$ cat src/rtl/debug_request_sequencer.sv
// Host-side debug dump sequencer: polls each debug controller in turn and
// streams the captured frames MSB-byte-first to the UART transmitter.
module debug_request_sequencer #(
    parameter int               NB_CONTROL_FRAME = 32,
    parameter int               NB_BYTE          = 8,
    parameter int               NB_ID            = 6,
    parameter int               N_CONTROLLERS    = 4,
    parameter logic [NB_ID-1:0] IDLE_ID          = {NB_ID{1'b1}},
    parameter int               TIMEOUT_CYCLES   = 16
) (
    input  logic                        i_clock,
    input  logic                        i_reset,
    input  logic                        i_start,
    input  logic [NB_CONTROL_FRAME-1:0] i_frame_from_controller,
    input  logic                        i_writing,
    input  logic                        i_tx_ready,
    output logic [NB_ID-1:0]            o_request_select,
    output logic [NB_BYTE-1:0]          o_tx_data,
    output logic                        o_tx_valid,
    output logic                        o_busy,
    output logic                        o_done,
    output logic                        o_timeout_err
);

    localparam int N_BYTES = NB_CONTROL_FRAME / NB_BYTE;
    localparam int NB_BIDX = (N_BYTES > 1) ? $clog2(N_BYTES) : 1;
    localparam int NB_CNT  = (TIMEOUT_CYCLES > 1) ? $clog2(TIMEOUT_CYCLES) : 1;

    localparam logic [NB_BIDX-1:0] LAST_BYTE = NB_BIDX'(N_BYTES - 1);
    localparam logic [NB_CNT-1:0]  CNT_LAST  = NB_CNT'(TIMEOUT_CYCLES - 1);
    localparam logic [NB_ID-1:0]   LAST_ID   = NB_ID'(N_CONTROLLERS - 1);

    typedef enum logic [1:0] {
        ST_IDLE,
        ST_REQUEST,
        ST_SEND,
        ST_DONE
    } state_e;

    state_e                      state_q, state_d;
    logic [NB_ID-1:0]            id_q, id_d;
    logic [NB_BIDX-1:0]          byte_idx_q, byte_idx_d;
    logic [NB_CNT-1:0]           cnt_q, cnt_d;
    logic [NB_CONTROL_FRAME-1:0] frame_q, frame_d;
    logic                        timeout_err_q, timeout_err_d;
    logic [NB_ID-1:0]            req_sel_q, req_sel_d;
    logic                        tx_valid_q, tx_valid_d;
    logic                        busy_q, busy_d;
    logic                        done_q, done_d;
    logic                        tx_accept;

    assign tx_accept = tx_valid_q & i_tx_ready;

    always_comb begin
        state_d       = state_q;
        id_d          = id_q;
        byte_idx_d    = byte_idx_q;
        cnt_d         = cnt_q;
        frame_d       = frame_q;
        timeout_err_d = timeout_err_q;

        unique case (state_q)
            ST_IDLE: begin
                if (i_start) begin
                    id_d          = '0;
                    byte_idx_d    = '0;
                    cnt_d         = '0;
                    timeout_err_d = 1'b0;
                    state_d       = ST_REQUEST;
                end
            end
            ST_REQUEST: begin
                // A real frame arriving on the expiry cycle still wins.
                if (i_writing) begin
                    frame_d = i_frame_from_controller;
                    state_d = ST_SEND;
                end else if (cnt_q == CNT_LAST) begin
                    frame_d       = '1;
                    timeout_err_d = 1'b1;
                    state_d       = ST_SEND;
                end else begin
                    cnt_d = cnt_q + 1'b1;
                end
            end
            ST_SEND: begin
                if (tx_accept) begin
                    frame_d    = frame_q << NB_BYTE;
                    byte_idx_d = byte_idx_q + 1'b1;
                    if (byte_idx_q == LAST_BYTE) begin
                        byte_idx_d = '0;
                        if (id_q == LAST_ID) begin
                            state_d = ST_DONE;
                        end else begin
                            id_d    = id_q + 1'b1;
                            cnt_d   = '0;
                            state_d = ST_REQUEST;
                        end
                    end
                end
            end
            ST_DONE: begin
                state_d = ST_IDLE;
            end
            default: begin
                state_d = ST_IDLE;
            end
        endcase

        // Outputs are registered from the next state so they line up with it.
        req_sel_d  = (state_d == ST_REQUEST) ? id_d : IDLE_ID;
        tx_valid_d = (state_d == ST_SEND);
        busy_d     = (state_d != ST_IDLE);
        done_d     = (state_d == ST_DONE);
    end

    always_ff @(posedge i_clock) begin
        if (i_reset) begin
            state_q       <= ST_IDLE;
            id_q          <= '0;
            byte_idx_q    <= '0;
            cnt_q         <= '0;
            frame_q       <= '0;
            timeout_err_q <= 1'b0;
            req_sel_q     <= IDLE_ID;
            tx_valid_q    <= 1'b0;
            busy_q        <= 1'b0;
            done_q        <= 1'b0;
        end else begin
            state_q       <= state_d;
            id_q          <= id_d;
            byte_idx_q    <= byte_idx_d;
            cnt_q         <= cnt_d;
            frame_q       <= frame_d;
            timeout_err_q <= timeout_err_d;
            req_sel_q     <= req_sel_d;
            tx_valid_q    <= tx_valid_d;
            busy_q        <= busy_d;
            done_q        <= done_d;
        end
    end

    assign o_request_select = req_sel_q;
    assign o_tx_data        = frame_q[NB_CONTROL_FRAME-1 -: NB_BYTE];
    assign o_tx_valid       = tx_valid_q;
    assign o_busy           = busy_q;
    assign o_done           = done_q;
    assign o_timeout_err    = timeout_err_q;

endmodule
$ cat config.mk
export PLATFORM = sky130hd
export DESIGN_NAME = debug_request_sequencer
export DESIGN_NICKNAME = d
export VERILOG_FILES = /design/src/rtl/debug_request_sequencer.sv
export SDC_FILE = /design/constraint.sdc
export NUM_CORES = 1
export LEC_CHECK = 0
export CAP_MARGIN = 10
export CORE_MARGIN = 1
export CORE_UTILIZATION = 36
export DETAILED_ROUTE_END_ITERATION = 16
export GPL_TIMING_DRIVEN = 0
export HOLD_SLACK_MARGIN = 0.08
export PLACE_DENSITY = 0.67
export SYNTH_ARGS = -nofsm -noshare
export SYNTH_HDL_FRONTEND = slang
export SYNTH_SLANG_ARGS = --single-unit
$ cat constraint.sdc
create_clock -name i_clock -period 5.5 [get_ports i_clock]
set_input_delay 1.1 -clock i_clock [delete_from_list [all_inputs] [get_ports i_clock]]
set_output_delay 1.1 -clock i_clock [all_outputs]
set_load 0.01 [all_outputs]
==> impl_results.md <==
- Final WL: 6.57 mm
- Total gr overflow: 0
- Final Cell Area: 0.00347 sq mm
- Sequential-to-total area share from yosys stat: 41.2%
- Tcrit/Tclk final: 50.9%
- CTS sink cnt: 56
- Drt pass-1 iters: 4
- Clock-pin slew on the worst setup and hold paths: 0.10 ns
- CORE AREA: 0.00729 sq mm
- Layout cells sized above 1: 7.41%
- Worst slew pin tran: 0.747 ns
- Post-synth top area share: 41.2%
- Synth Instances: 318
- CP max stage cell: a221oi_1
- Main synth FF type: dfxtp_1
- Critical path type: in2reg
- Most frequent cells in the layout: dfxtp_1 (56), clkdlybuf4s50_1 (53), a211oi_1 (32)
- Die Ht: 89.0 um
- Setup TNS Final: 0 ns
- Setup-failing EPs final: 0
- Vias in the first global route: 2,278
- Number of library cell types mapped by synthesis: 49
- Max-Slew Margin vs Limit: 50.2%
- Period minus WS final: 2.80 ns
- CTS root buf: clkbuf_8
- Top post-synthesis cells by area: dfxtp_1 (41%), a211oi_1 (8.8%), nand3b_1 (6.9%)
- #FFs+latches synth: 56
- Fmax: 357 MHz
- Leak pwr: 1.17 nW
- Clk_lat worst skew: 0.31 ns
- Postcts setup bufs: 0
- Final Hold Fails: 0
- Power density over the cells: 240 mW/mm^2
- Critical path peak fanout: 6
- DRC errors left: 0
- Startpoint types: input pin
- Syn. warnings: 0
- Cell taking the most area after synthesis: dfxtp_1
- Dpl hpwl: 4.91 mm
- Initial antenna violation count: 0
- Clock buffer count from CTS: 5
- Commonest non-fill, non-tap cell in the layout: dfxtp_1
- Final-report max-slew violation count: 0
- Peak supply drop: 106 uV
- Hold buffers post-CTS: 0
- I/O pin count: 55
- Data arrival, critical path: 2.96 ns
- Post-synth EDFFs: 0
- Crit path largest cell delay: 0.65 ns
- Routed via count: 2,457
- Cells along the critical path: clkdlybuf4s50_1 > nand4_1 > a211o_1 > a221oi_1 > o21ai_1
- CTS Buffer Depth: 2
- Synthesis-to-finish area growth: 27.4%
- Mapped Area: 0.00272 sq mm
- Nets@finish: 418
- Largest net degree at the start of global routing: 17
- Global-route wire length before repair: 11.0 mm
- # resized after CTS: 0
- Maximum level of the CTS H-tree: 2
- Area of placed instances: 0.00338 sq mm
- WL/cell: 13.8 um
- Syn_nets: 358
- Die Wd: 89.0 um
- Row count: 31
- WP data required: 5.67 ns
- CP Capture Type: register
- Unrepaired setup endpoints after global routing: false
- Min-delay worst type: reg2reg
- Die Footprint: 0.00792 sq mm
- ANT cells: 0
- Fill count: 773
- PortBufs: 53
- DR iter-0 viols: 157
- Async set or reset register ratio after synthesis: 0%
- GRT Total Usage: 18.0%
- Placer Congestion: 0.832
- Setup Skew: 0.0118 ns
- Initial core utilization: 37.4%
- TritonCTS clock tree: built
- Max-cap violations: 0
- Avg Inst Size Synth: 8.57 sq um
- Vias per cell: 5.15
- Post-route antenna net violation count: 0
- Result of the run: completed
==> layout make-up <==
type / instances / area (sq um) / share of cell area, %
clock buffer: 6 / 82.6 / 2.38
clock inverter: 1 / 8.76 / 0.252
timing repair buffer: 53 / 531 / 15.3
tap: 99 / 124 / 3.57
inverter: 6 / 22.5 / 0.649
sequential: 56 / 1120 / 32.3
buffer: 35 / 171 / 4.94
multi-input combinational: 221 / 1410 / 40.6
==> sequential cells by signal, indices dropped and copies added (netlist names) <==
signal / flops
cnt_q: 4
state_q: 2
id_q: 6
o_tx_valid: 1
o_timeout_err: 1
o_done: 1
o_request_select: 6
o_busy: 1
frame_q: 32
byte_idx_q: 2
==> per-stage QoR <==
| stage | cells | power [mW] | setup WS, ns | hold slack [ns] | utilization [%] |
|---|---|---|---|---|---|
| 3_5_place_dp | 470 | 0.610 | 2.33 | 0.456 | 46.3 |
| 5_1_grt | 477 | 0.875 | 2.45 | 0.491 | 47.6 |
| 2_1_floorplan | 318 | 0.540 | 3.09 | 0.435 | - |
| 6_report | 477 | 0.832 | 2.70 | 0.471 | 47.6 |
| 3_3_place_gp | 470 | 0.608 | 2.29 | 0.451 | 46.3 |
| 4_1_cts | 477 | 0.836 | 2.66 | 0.474 | 47.6 |
==> cells by family (layout without fill, tap and decap cells) <==
logic type	count (synthesis)	after routing	share of synthesized area, %
AOI/OAI and AO/OA	100	100	25.5
buffers and inverters	41	101	7.12
adders and majority gates	3	3	1.38
muxes	2	2	0.735
and+or+nand+nor	116	116	24.1
DFF	56	56	41.2
==> critical path: cells and delay by family <==
kind                   cells  cell delay (ns)
and+or+nand+nor            1             0.17
buffers and inverters      1             0.57
AOI/OAI and AO/OA          3             1.13
==> metal layers <==
| metal | vias up | share of wire [%] | track usage, % |
|---|---|---|---|
| met3 | 7 | 4.9 | 3.51 |
| met5 | - | 0 | 0 |
| met4 | 0 | 1.5 | 5.48 |
| met2 | 55 | 46 | 29.7 |
| li1 | 1274 | - | - |
| met1 | 1121 | 48 | 23.9 |
==> power by group <==
part / switching, mW / leakage [nW] / internal [mW]
registers: 0.0114 / 0.457 / 0.430
logic: 0.0772 / 0.665 / 0.0810
clock network: 0.131 / 0.0473 / 0.101
total: 0.220 / 1.17 / 0.612
==> worst paths after layout <==
check	startpoint	to	slack, ns	depth (start not counted)
setup / recovery	i_tx_ready	o_request_select[5]	2.70	5
hold / removal	frame_q[4]	frame_q[4]	0.47	2
setup reg to reg	byte_idx_q[0]	o_request_select[5]	3.21	6
hold reg to reg	frame_q[4]	frame_q[4]	0.47	2
==> Yosys cell counts (all sizes together) (2+ instances only) <==
cell type  count
buf           14
a311oi         2
nand2b        10
o21ai         33
clkbuf        21
nand2         15
a31oi          3
o21bai         2
nor3           3
mux2i          2
o211ai         4
o21a           3
nand4          3
nor2          30
nor2b          5
a21oi          9
a221oi         2
inv            6
and3           2
ha             3
nand3          7
and2           3
dfxtp         56
nor3b          8
nand3b        25
a211oi        32
(Power assumes the default switching activity.)
